File: config.mk
export PLATFORM = sky130hd
export DESIGN_NAME = key_event_gen
export DESIGN_NICKNAME = d
export VERILOG_FILES = /design/src/rtl/key_event_gen.sv
export SDC_FILE = /design/constraint.sdc
export NUM_CORES = 1
export LEC_CHECK = 0
export ABC_CLOCK_PERIOD_IN_PS = 15260
export CORE_MARGIN = 1
export CORE_UTILIZATION = 60
export CTS_CLUSTER_SIZE = 25
export DETAILED_ROUTE_END_ITERATION = 12
export GPL_TIMING_DRIVEN = 0
export PLACE_DENSITY = 0.93
export SYNTH_ARGS = -nofsm -noshare
export SYNTH_HDL_FRONTEND = slang
export SYNTH_SLANG_ARGS = --single-unit
File: constraint.sdc
create_clock -name clk -period 15.26 [get_ports clk]
set_clock_uncertainty 0.1 [all_clocks]
set_input_delay 1.526 -clock clk [delete_from_list [all_inputs] [get_ports clk]]
set_output_delay 1.526 -clock clk [all_outputs]
set_load 0.005 [all_outputs]
File: src/rtl/key_event_gen.sv
// Debounced N-channel button scanner with auto-repeat pulses and a one-deep,
// priority-encoded event register (lowest channel first, press > repeat > release).
module key_event_gen #(
  parameter int N          = 20,
  parameter int DB_CYCLES  = 4,
  parameter int RPT_DELAY  = 8,
  parameter int RPT_PERIOD = 4,
  localparam int CW = (N > 1) ? $clog2(N) : 1
) (
  input  logic          clk,
  input  logic          rst,
  input  logic [N-1:0]  button_i,
  input  logic          repeat_en_i,
  output logic [N-1:0]  pressed_o,
  output logic [N-1:0]  press_o,
  output logic [N-1:0]  release_o,
  output logic [N-1:0]  repeat_o,
  output logic          ev_valid_o,
  output logic [CW-1:0] ev_code_o,
  output logic [1:0]    ev_type_o,
  input  logic          ev_ready_i,
  output logic          ev_lost_o
);

  localparam int DBW  = $clog2(DB_CYCLES + 1);
  localparam int RMAX = (RPT_DELAY > RPT_PERIOD) ? RPT_DELAY : RPT_PERIOD;
  localparam int RW   = $clog2(RMAX + 1);

  for (genvar gi = 0; gi < N; gi++) begin : g_ch
    logic           sync1_q, sync2_q;
    logic           pressed_q, pressed_d;
    logic           press_q, press_d, release_q, release_d;
    logic [DBW-1:0] db_q, db_d;
    logic [RW-1:0]  rc_q, rc_d;
    logic           rph_q, rph_d;
    logic           rpt;

    always_comb begin
      db_d      = '0;
      pressed_d = pressed_q;
      press_d   = 1'b0;
      release_d = 1'b0;
      if (sync2_q != pressed_q) begin
        if (db_q == DBW'(DB_CYCLES - 1)) begin
          pressed_d = sync2_q;
          press_d   = sync2_q;
          release_d = ~sync2_q;
        end else begin
          db_d = db_q + 1'b1;
        end
      end
      // rc_q counts cycles since the press (or enable) cycle; rph_q marks the periodic phase
      rpt   = pressed_q & repeat_en_i & (rc_q == (rph_q ? RW'(RPT_PERIOD) : RW'(RPT_DELAY)));
      rc_d  = '0;
      rph_d = 1'b0;
      if (pressed_q && repeat_en_i) begin
        rph_d = rph_q | rpt;
        rc_d  = rpt ? RW'(1) : rc_q + 1'b1;
      end
    end

    always_ff @(posedge clk or posedge rst) begin
      if (rst) begin
        sync1_q   <= 1'b0;
        sync2_q   <= 1'b0;
        pressed_q <= 1'b0;
        press_q   <= 1'b0;
        release_q <= 1'b0;
        db_q      <= '0;
        rc_q      <= '0;
        rph_q     <= 1'b0;
      end else begin
        sync1_q   <= button_i[gi];
        sync2_q   <= sync1_q;
        pressed_q <= pressed_d;
        press_q   <= press_d;
        release_q <= release_d;
        db_q      <= db_d;
        rc_q      <= rc_d;
        rph_q     <= rph_d;
      end
    end

    assign pressed_o[gi] = pressed_q;
    assign press_o[gi]   = press_q;
    assign release_o[gi] = release_q;
    assign repeat_o[gi]  = rpt;
  end

  logic [N-1:0]  pend_p_q, pend_r_q, pend_l_q;
  logic [N-1:0]  pend_p_d, pend_r_d, pend_l_d;
  logic [N-1:0]  clr_p, clr_r, clr_l;
  logic          load, sel_found;
  logic [CW-1:0] sel_code;
  logic [1:0]    sel_type;
  logic          ev_valid_q, ev_valid_d;
  logic [CW-1:0] ev_code_q, ev_code_d;
  logic [1:0]    ev_type_q, ev_type_d;
  logic          lost_q, lost_d;

  always_comb begin
    load      = ~ev_valid_q | ev_ready_i;
    sel_found = 1'b0;
    sel_code  = '0;
    sel_type  = 2'b00;
    // Scan downwards so the lowest pending channel wins
    for (int i = N - 1; i >= 0; i--) begin
      if (pend_p_q[i] | pend_r_q[i] | pend_l_q[i]) begin
        sel_found = 1'b1;
        sel_code  = CW'(i);
        sel_type  = pend_p_q[i] ? 2'b01 : (pend_r_q[i] ? 2'b11 : 2'b10);
      end
    end
    clr_p = '0;
    clr_r = '0;
    clr_l = '0;
    if (load && sel_found) begin
      case (sel_type)
        2'b01:   clr_p[sel_code] = 1'b1;
        2'b11:   clr_r[sel_code] = 1'b1;
        default: clr_l[sel_code] = 1'b1;
      endcase
    end
    pend_p_d = (pend_p_q & ~clr_p) | press_o;
    pend_r_d = (pend_r_q & ~clr_r) | repeat_o;
    pend_l_d = (pend_l_q & ~clr_l) | release_o;
    lost_d   = |((press_o & pend_p_q & ~clr_p) | (repeat_o & pend_r_q & ~clr_r) |
                 (release_o & pend_l_q & ~clr_l));
    ev_valid_d = ev_valid_q;
    ev_code_d  = ev_code_q;
    ev_type_d  = ev_type_q;
    if (load) begin
      ev_valid_d = sel_found;
      ev_code_d  = sel_code;
      ev_type_d  = sel_type;
    end
  end

  always_ff @(posedge clk or posedge rst) begin
    if (rst) begin
      pend_p_q   <= '0;
      pend_r_q   <= '0;
      pend_l_q   <= '0;
      ev_valid_q <= 1'b0;
      ev_code_q  <= '0;
      ev_type_q  <= 2'b00;
      lost_q     <= 1'b0;
    end else begin
      pend_p_q   <= pend_p_d;
      pend_r_q   <= pend_r_d;
      pend_l_q   <= pend_l_d;
      ev_valid_q <= ev_valid_d;
      ev_code_q  <= ev_code_d;
      ev_type_q  <= ev_type_d;
      lost_q     <= lost_d;
    end
  end

  assign ev_valid_o = ev_valid_q;
  assign ev_code_o  = ev_code_q;
  assign ev_type_o  = ev_type_q;
  assign ev_lost_o  = lost_q;

endmodule

Yosys cells after proc, flatten, opt, wreduce, memory -nomap -nowiden. Cells that the tools add are included.

Add/subtract/negate cells: 40. Multiply operators: 0. Divide/modulo/power cells: 0. Magnitude comparators: 2. Equal/unequal tests: 62. Shift operators: 0. Muxes and demuxes: 308. Bitwise operators: 139. Reduce and logical (&&, ||, !) cells: 44.

Operator list (count): $mux W4 (60); $and A20 B20 Y20 (9); $mux W1 (141); $mux W20 (6); $mux W3 (40); $mux W5 (20); $or A20 B20 Y20 (5); $add A4 B1 Y4 const B (20); $eq A4 B4 Y1 (20); $mux W2 (40); $or A1 B1 Y1 (61); $add A3 B1 Y3 const B (20); $eq A3 B2 Y1 const B (20); $not A20 Y20 (3); $and A1 B1 Y1 (40); $reduce_and A2 Y1 (20); $logic_and A1 B1 Y1 (22); $not A1 Y1 (21); $ne A1 B1 Y1 (20); $reduce_or A20 Y1 (1); $lt A5 B6 Y1 const B (1); $demux W1 S5 (1); $ge A5 B1 Y1 const B (1); $eq A2 B1 Y1 const B (1); 2 further kinds (2).

Bits in registers: 329. Bits in latches: 0. Bits in writable memories: 0. ROM bits: 0. Word-level logic and storage cells: 762. Memories: 0.

Longest topological paths before layout. Gate-level depths: netlist of the first run.

Depth in word-level cells: 33. Mapped depth: 12.

Worst setup path before layout of the first run. Ideal clock, no wire load.

Kind: input port to output port. Start: input repeat_en_i. End: output repeat_o[9]. Arrival time: 2.466 ns. Data required time: 13.634 ns. Path slack: 11.168 ns. Stages on the path: 5. Buffers on the path: 3. Cell sequence: clkbuf_1 -> buf_1 -> nand4_1 -> inv_1 -> buf_4.

Cells in the longest elaborated chain, start to end: 2.

Ends and longest elaborated chain: start: declaration (RTL line 13) `input logic repeat_en_i,`; $and A1 B1 Y1 (2 in a row) (RTL line 53) `rpt = pressed_q & repeat_en_i & (rc_q == (rph_q ? RW'(RPT_PERIOD) : RW'(RPT_DELAY)));`; end: declaration (RTL line 17) `output logic [N-1:0] repeat_o,`.

No other way between the ends.

Worst setup path in the final report of the first run.
Start: input repeat_en_i. End: output repeat_o[10].

The elaborated chain is that of the path after synthesis.

==> results of run 1 <==
-- routing by layer --
metal,vias to the layer above,global-route usage [%]
met5,-,0
met4,0,12.8
met3,107,5.62
met2,554,53.5
met1,5869,41.7
li1,5313,-
-- sequential cells by signal (all words and copies together) (netlist names) --
register	cells
g_ch.press_q	20
pend_r_q	20
g_ch.db_q	60
ev_type_o	2
ev_code_o	5
g_ch.rc_q	80
pend_l_q	20
pend_p_q	20
g_ch.rph_q	20
g_ch.sync1_q	20
g_ch.pressed_q	20
g_ch.release_q	20
ev_lost_o	1
ev_valid_o	1
g_ch.sync2_q	20
-- cell type report --
cell class	instances	area, um2	share of cell area [%]
Buffer	112	737	4.06
Tap cell	330	413	2.28
Clock inverter	8	77.6	0.428
Inverter	71	274	1.51
Clock buffer	55	1050	5.81
Timing Repair Buffer	114	1180	6.48
Multi-Input combinational cell	951	6170	34.0
Sequential cell	329	8230	45.4
-- metrics by stage --
step	area, um2	instances	hold WS (ns)	total power [uW]
6_report	18100	1970	0.244	3070
5_1_grt	18100	1970	0.256	3210
2_1_floorplan	15400	1463	0.231	1800
4_1_cts	18100	1970	0.248	3060
3_5_place_dp	17000	1907	0.236	2200
3_3_place_gp	16900	1905	0.233	2160
-- cells by family after synthesis --
logic type	after synthesis	share of synthesized area [%]
mux	20	1.46
simple gates	578	20.4
buf+inv	183	6.51
flops	329	53.4
fa+ha+maj	60	4.87
xor+xnor	60	3.41
compound gates	233	9.95
-- report_power, final --
group,internal [uW],total (uW),switching (uW)
registers,1030,1200,170
logic,402,1040,641
clock network,493,835,342
total,1920,3070,1150
-- worst max-delay path: stages --
cell and delay (ns):
sky130_fd_sc_hd__clkdlybuf4s50_1 0.58, sky130_fd_sc_hd__clkbuf_1 0.78, sky130_fd_sc_hd__buf_1 0.69, sky130_fd_sc_hd__nand4_1 0.43, sky130_fd_sc_hd__inv_1 0.25, sky130_fd_sc_hd__buf_4 0.13
sky130_fd_sc_hd__clkdlybuf4s50_1 0.48
-- worst paths after layout --
check / endpoint / slack [ns]
worst max-delay path: repeat_o[10] / 8.76
worst min-delay path: g_ch[17].sync2_q / 0.24
worst max register to register: ev_lost_o / 10.91
worst min register to register: g_ch[17].sync2_q / 0.24
max in group asynchronous: g_ch[12].press_q / 12.67
min in group asynchronous: g_ch[10].db_q[1] / 1.35
-- cells in the final DEF, fill, tap and decap left out, drive strengths merged, types with 22 or more instances in the layout --
| cell type | instances |
|---|---|
| dfrtp | 329 |
| nand2 | 165 |
| clkdlybuf4s50 | 112 |
| nor2 | 100 |
| buf | 90 |
| o21ai | 83 |
| clkbuf | 79 |
| inv | 72 |
| nor3b | 62 |
| nand3 | 62 |
| ha | 60 |
| xnor2 | 40 |
| nand2b | 34 |
| nor3 | 33 |
| a21oi | 31 |
| and3b | 28 |
| and3 | 22 |
| nand4 | 22 |
==> results.json, run 1 <==
{
  "grt_antenna_before_repair": 0,
  "ios": 113,
  "hold_class": "flop to flop",
  "clk_pin_slew_ns": 0.05,
  "m1WireLength_mm": 16.6,
  "first_pass_grt_wire_length_mm": 64.6,
  "dp.final_hpwl_mm": 29.2,
  "cts_buffer_depth": 3,
  "reg2reg_from": "pend_r_q[10]",
  "grt_overflow": 0,
  "cts-buffers-inserted": 35,
  "maxUsedRoutingLayer": "met4",
  "critical_path_sink_type": "primary output",
  "grt_start_max_net_pins": 139,
  "period_minus_slack_ns": 6.50,
  "async_flop_share_pct": 100,
  "fin_crit_sh_pct": 42.6,
  "min-delay-start": "g_ch[17].sync1_q",
  "diodes": 0,
  "mapped_area_mm2": 0.0154,
  "ys.flop_type": "sky130_fd_sc_hd__dfrtp_1",
  "syn_area_per_cell_um2": 10.5,
  "worst_setup_path_startpoint": "repeat_en_i",
  "track_usage_pct": 32.1,
  "drt-initial-drc-count": 1240,
  "post_cts_hold_buffer_count": 0,
  "start_util_pct": 61.2,
  "run_status": "finished clean",
  "required_ns": 13.63,
  "final_layout_size_suffix_gt1_share_pct": 12.1,
  "synthesis.nets": 1547,
  "fmaxAchievable_mhz": 154,
  "static-leakage-power_uw": 0.00839,
  "tritoncts_clock_tree": "built",
  "setup_viol": 0,
  "first_global_vias": 12000,
  "post_synth_num_cell_types": 73,
  "met3_length_mm": 3.00,
  "sequential_area_share_after_synthesis_pct": 53.4,
  "place.port_buffers": 112,
  "final_net_count": 1698,
  "critPathKind": "primary input to primary output",
  "htree_num_levels": 2,
  "synthCells": 1463,
  "synthToLayoutAreaGrowth_pct": 17.7,
  "worst-path-max-fanout": 10,
  "antenna_left": 0,
  "synth.ff_latch_count": 329,
  "number_of_vias_per_cell_after_detailed_routing": 6.01,
  "post-route-worst-setup-slack_ns": 8.76,
  "irDropWorstVdd_mv": 0.106,
  "r2r.worst_path.cells": 9,
  "drv_slew": 0,
  "totalWireLength_mm": 41.2,
  "fp.dieH_um": 162,
  "postLayoutCoreUtil_pct": 72.0,
  "vias": 11800,
  "finalSetupTns_ns": 0,
  "netlist.area_leader.share_pct": 53.4,
  "die_width_um": 162,
  "count_of_maximum_capacitance_violations": 0,
  "std_cell_rows": 58,
  "worstHoldPathCells": 0,
  "cts_root_buffer": "sky130_fd_sc_hd__clkbuf_16",
  "drc_errors": 0,
  "most_common_library_cells_after_synthesis": "sky130_fd_sc_hd__dfrtp_1 (329), sky130_fd_sc_hd__nand2_1 (163), sky130_fd_sc_hd__nor2_1 (99)",
  "synthMostInstantiatedCell": "sky130_fd_sc_hd__dfrtp_1",
  "pre_cts_ws_ns": 8.90,
  "nFillCells": 1659,
  "global_placer_s_final_weighted_congestion": 0.986,
  "worstSkewPairLatency_ns": 0.51,
  "synth.yosys.warnings": 0,
  "postCtsSetupRepairBufs": 0,
  "met2RoutedLength_mm": 20.2,
  "cts_sinks": 329,
  "finalHoldViolCount": 0,
  "worstMarginPinSlew_ns": 1.37,
  "post-synth-top-area-cell": "sky130_fd_sc_hd__dfrtp_1",
  "cellPowerDensity_mw_per_mm2": 169,
  "die_area_mm2": 0.0263,
  "floorplan.core_area_mm2": 0.0252,
  "post_drt_wl_per_cell_um": 20.9,
  "drt-pass1-iter-count": 6,
  "cp-start-kind": "primary input",
  "synth_enable_flop_cells": 0,
  "rsz_0062_raised_after_global_routing": "no",
  "cp_data_arrival_time_ns": 4.88,
  "relSlewSlack_pct": 8.53,
  "ctsResizeCount": 0,
  "synthTopCellsByArea": "sky130_fd_sc_hd__dfrtp_1 (53%), sky130_fd_sc_hd__ha_1 (4.9%), sky130_fd_sc_hd__nand2_1 (4.0%)"
}
No activity file was read; power rests on OpenSTA's default activity.
==> inputs of run 2 (changes only) <==
==> config.mk (replaced) <==
export PLATFORM = sky130hd
export DESIGN_NAME = key_event_gen
export DESIGN_NICKNAME = d
export VERILOG_FILES = /design/src/rtl/key_event_gen.sv
export SDC_FILE = /design/constraint.sdc
export NUM_CORES = 1
export LEC_CHECK = 0
export ABC_CLOCK_PERIOD_IN_PS = 6070
export CORE_MARGIN = 1
export CORE_UTILIZATION = 59
export CTS_CLUSTER_SIZE = 25
export DETAILED_ROUTE_END_ITERATION = 12
export GPL_TIMING_DRIVEN = 0
export PLACE_DENSITY = 0.92
export SYNTH_ARGS = -nofsm -noshare
export SYNTH_HDL_FRONTEND = slang
export SYNTH_SLANG_ARGS = --single-unit
==> constraint.sdc (replaced) <==
create_clock -name clk -period 6.07 [get_ports clk]
set_clock_uncertainty 0.1 [all_clocks]
set_input_delay 0.607 -clock clk [delete_from_list [all_inputs] [get_ports clk]]
set_output_delay 0.607 -clock clk [all_outputs]
set_load 0.005 [all_outputs]
==> run 2 against run 1 <==
  * Utilization shrank 0.16 points
  * Clock-buffer cell count is 7 lower
  * Combinational power grew to 2.5 times the previous value
  * Flip-flop and latch count is the same
  * Largest cell class unchanged
  * Highest routed layer unchanged
  * Design area increased by 0.64%
  * Non-clock buffer count rose by 6
  * Critical endpoint unchanged
  * Die area grew 1.7%
==> results.json, run 2 (synthesis results as in run 1) <==
{
  "synthToLayoutAreaGrowth_pct": 18.5,
  "fp.dieH_um": 164,
  "timing.critical_path.mode_cell": "sky130_fd_sc_hd__clkdlybuf4s50_1",
  "count_of_maximum_capacitance_violations": 0,
  "critPathKind": "primary input to primary output",
  "cts_sinks": 329,
  "static-leakage-power_uw": 0.00846,
  "diodes": 0,
  "drc_errors": 0,
  "die_area_mm2": 0.0268,
  "top_register": "g_ch.rc_q",
  "global_placer_s_final_weighted_congestion": 1.01,
  "clk_pin_slew_ns": 0.06,
  "first_global_vias": 12100,
  "dp.final_hpwl_mm": 29.5,
  "start_util_pct": 60.7,
  "die_width_um": 164,
  "cellPowerDensity_mw_per_mm2": 425,
  "largest_registers": "g_ch.rc_q: 80 flops, g_ch.db_q: 60 flops",
  "ios": 113,
  "crit_family": "buffers and inverters",
  "critPathMaxStageDelay_ns": 0.76,
  "run_status": "finished clean",
  "htree_num_levels": 2,
  "fin_total_pwr_uw": 7750,
  "largest_reg_flops": 80,
  "hold_class": "flop to flop",
  "worstPathBufferInverterCount": 6,
  "cts_buffer_depth": 3,
  "fin_crit_sh_pct": 78.0,
  "critical_path_sink_type": "primary output",
  "drt-initial-drc-count": 1191,
  "crit_path_cell_trace": "clkdlybuf4s50_1 -> clkbuf_1 -> buf_1 -> nand4_1 -> inv_1 -> buf_4 -> clkdlybuf4s50_1",
  "totalWireLength_mm": 40.5,
  "mostFrequentLayoutCell": "sky130_fd_sc_hd__dfrtp_1",
  "number_of_vias_per_cell_after_detailed_routing": 6.03,
  "required_ns": 5.36,
  "drv_slew": 0,
  "worstSkewPairLatency_ns": 0.52,
  "std_cell_rows": 58,
  "nFillCells": 1732,
  "final_layout_size_suffix_gt1_share_pct": 12.4,
  "vias": 11900,
  "antenna_left": 0,
  "grt_start_max_net_pins": 43,
  "worstMarginPinSlew_ns": 1.33,
  "ctsResizeCount": 0,
  "first_pass_grt_wire_length_mm": 63.7,
  "cts_root_buffer": "sky130_fd_sc_hd__clkbuf_16",
  "place.port_buffers": 112,
  "final_net_count": 1704,
  "floorplan.core_area_mm2": 0.0254,
  "placed_cells_incl_taps": 1913,
  "postCtsSetupRepairBufs": 0,
  "drt-pass1-iter-count": 8,
  "fmaxAchievable_mhz": 211,
  "timing.hold.ws_ns": 0.243,
  "cp-start-kind": "primary input",
  "cts-buffers-inserted": 35,
  "setup_viol": 0,
  "grt_overflow": 0,
  "layout.cells.most_common_list": "sky130_fd_sc_hd__dfrtp_1 (329), sky130_fd_sc_hd__nand2_1 (163), sky130_fd_sc_hd__clkdlybuf4s50_1 (112), sky130_fd_sc_hd__nor2_1 (99), sky130_fd_sc_hd__buf_4 (81)",
  "worst-path-max-fanout": 10,
  "post_cts_hold_buffer_count": 0,
  "period_minus_slack_ns": 4.73,
  "irDropWorstVdd_mv": 0.274,
  "track_usage_pct": 31.2,
  "grt_antenna_before_repair": 1,
  "rsz_0062_raised_after_global_routing": "no",
  "cpMaxStageDelayCell": "sky130_fd_sc_hd__clkbuf_1",
  "cp_data_arrival_time_ns": 4.03,
  "tritoncts_clock_tree": "built",
  "relSlewSlack_pct": 11.1,
  "finalHoldViolCount": 0,
  "final_cells": 1969,
  "post_drt_wl_per_cell_um": 20.6
}
[run 2: cell count changes in the layout (fill, tap and decap cells not counted), sizes merged]
cell | before | now
clkinv | 4 | 5
clkinvlp | 2 | 1
buf | 90 | 96
inv | 72 | 70
clkbuf | 79 | 72
bufinv | 1 | 3
[run 2: final timing paths]
check	from	to	slack, ns	cells after the start
setup reg to reg	pend_r_q[8]	ev_lost_o	1.58	10
max in group asynchronous	rst	g_ch[1].sync1_q	4.21	5
hold / removal	g_ch[15].sync1_q	g_ch[15].sync2_q	0.24	0
setup / recovery	repeat_en_i	repeat_o[10]	1.34	7
hold reg to reg	g_ch[15].sync1_q	g_ch[15].sync2_q	0.24	0
min in group asynchronous	rst	g_ch[15].db_q[1]	0.46	2
[run 2: cell type report]
type	count	area (um2)	share of cell area, %
plain buffers	112	737	4.04
clock buffers	48	1030	5.63
flip-flops and latches	329	8230	45.1
well taps	330	413	2.26
inverters	71	270	1.48
multi-input cells	951	6170	33.8
repair buffers	120	1280	7.02
clock inverters	8	119	0.651
[run 2: worst reg2reg max path, cell delays in order (launching register included)]
cell and delay (ns):
sky130_fd_sc_hd__dfrtp_1 0.46, sky130_fd_sc_hd__nor3_1 0.66, sky130_fd_sc_hd__nand2_1 0.12, sky130_fd_sc_hd__a211oi_1 0.59
sky130_fd_sc_hd__o21ai_1 0.35, sky130_fd_sc_hd__nor3_2 0.58, sky130_fd_sc_hd__nand2_1 0.24, sky130_fd_sc_hd__o211ai_1 0.31
sky130_fd_sc_hd__o2111ai_1 0.17, sky130_fd_sc_hd__nor4_1 0.42, sky130_fd_sc_hd__nand4_1 0.29
[run 2: stage by stage]
step | setup WS [ns] | instance area, um2 | util [%] | TNS (ns)
after floorplan | 0.970 | 15400 | - | 0
after global placement | -0.998 | 16900 | 66.7 | -321.16
after detailed placement | 1.50 | 17100 | 67.4 | 0
after CTS | 1.45 | 18300 | 71.9 | 0
after global routing | 1.34 | 18300 | 71.9 | 0
final | 1.34 | 18300 | 71.9 | 0
[run 2: power breakdown]
part           leakage [uW]  total [uW]  internal, uW  switching (uW)
Sequential          0.00429        3000          2580             424
Combinational       0.00360        2600          1020            1580
Clock              0.000567        2150          1300             847
Total               0.00846        7750          4900            2850
[run 2: layer usage]
metal | global-route usage, % | vias up | part of all wire (%)
met3 | 6.09 | 135 | 7.8
met2 | 51.5 | 571 | 48
li1 | - | 5315 | -
met4 | 13.8 | 0 | 4.2
met5 | 0 | - | 0
met1 | 40.0 | 5855 | 40
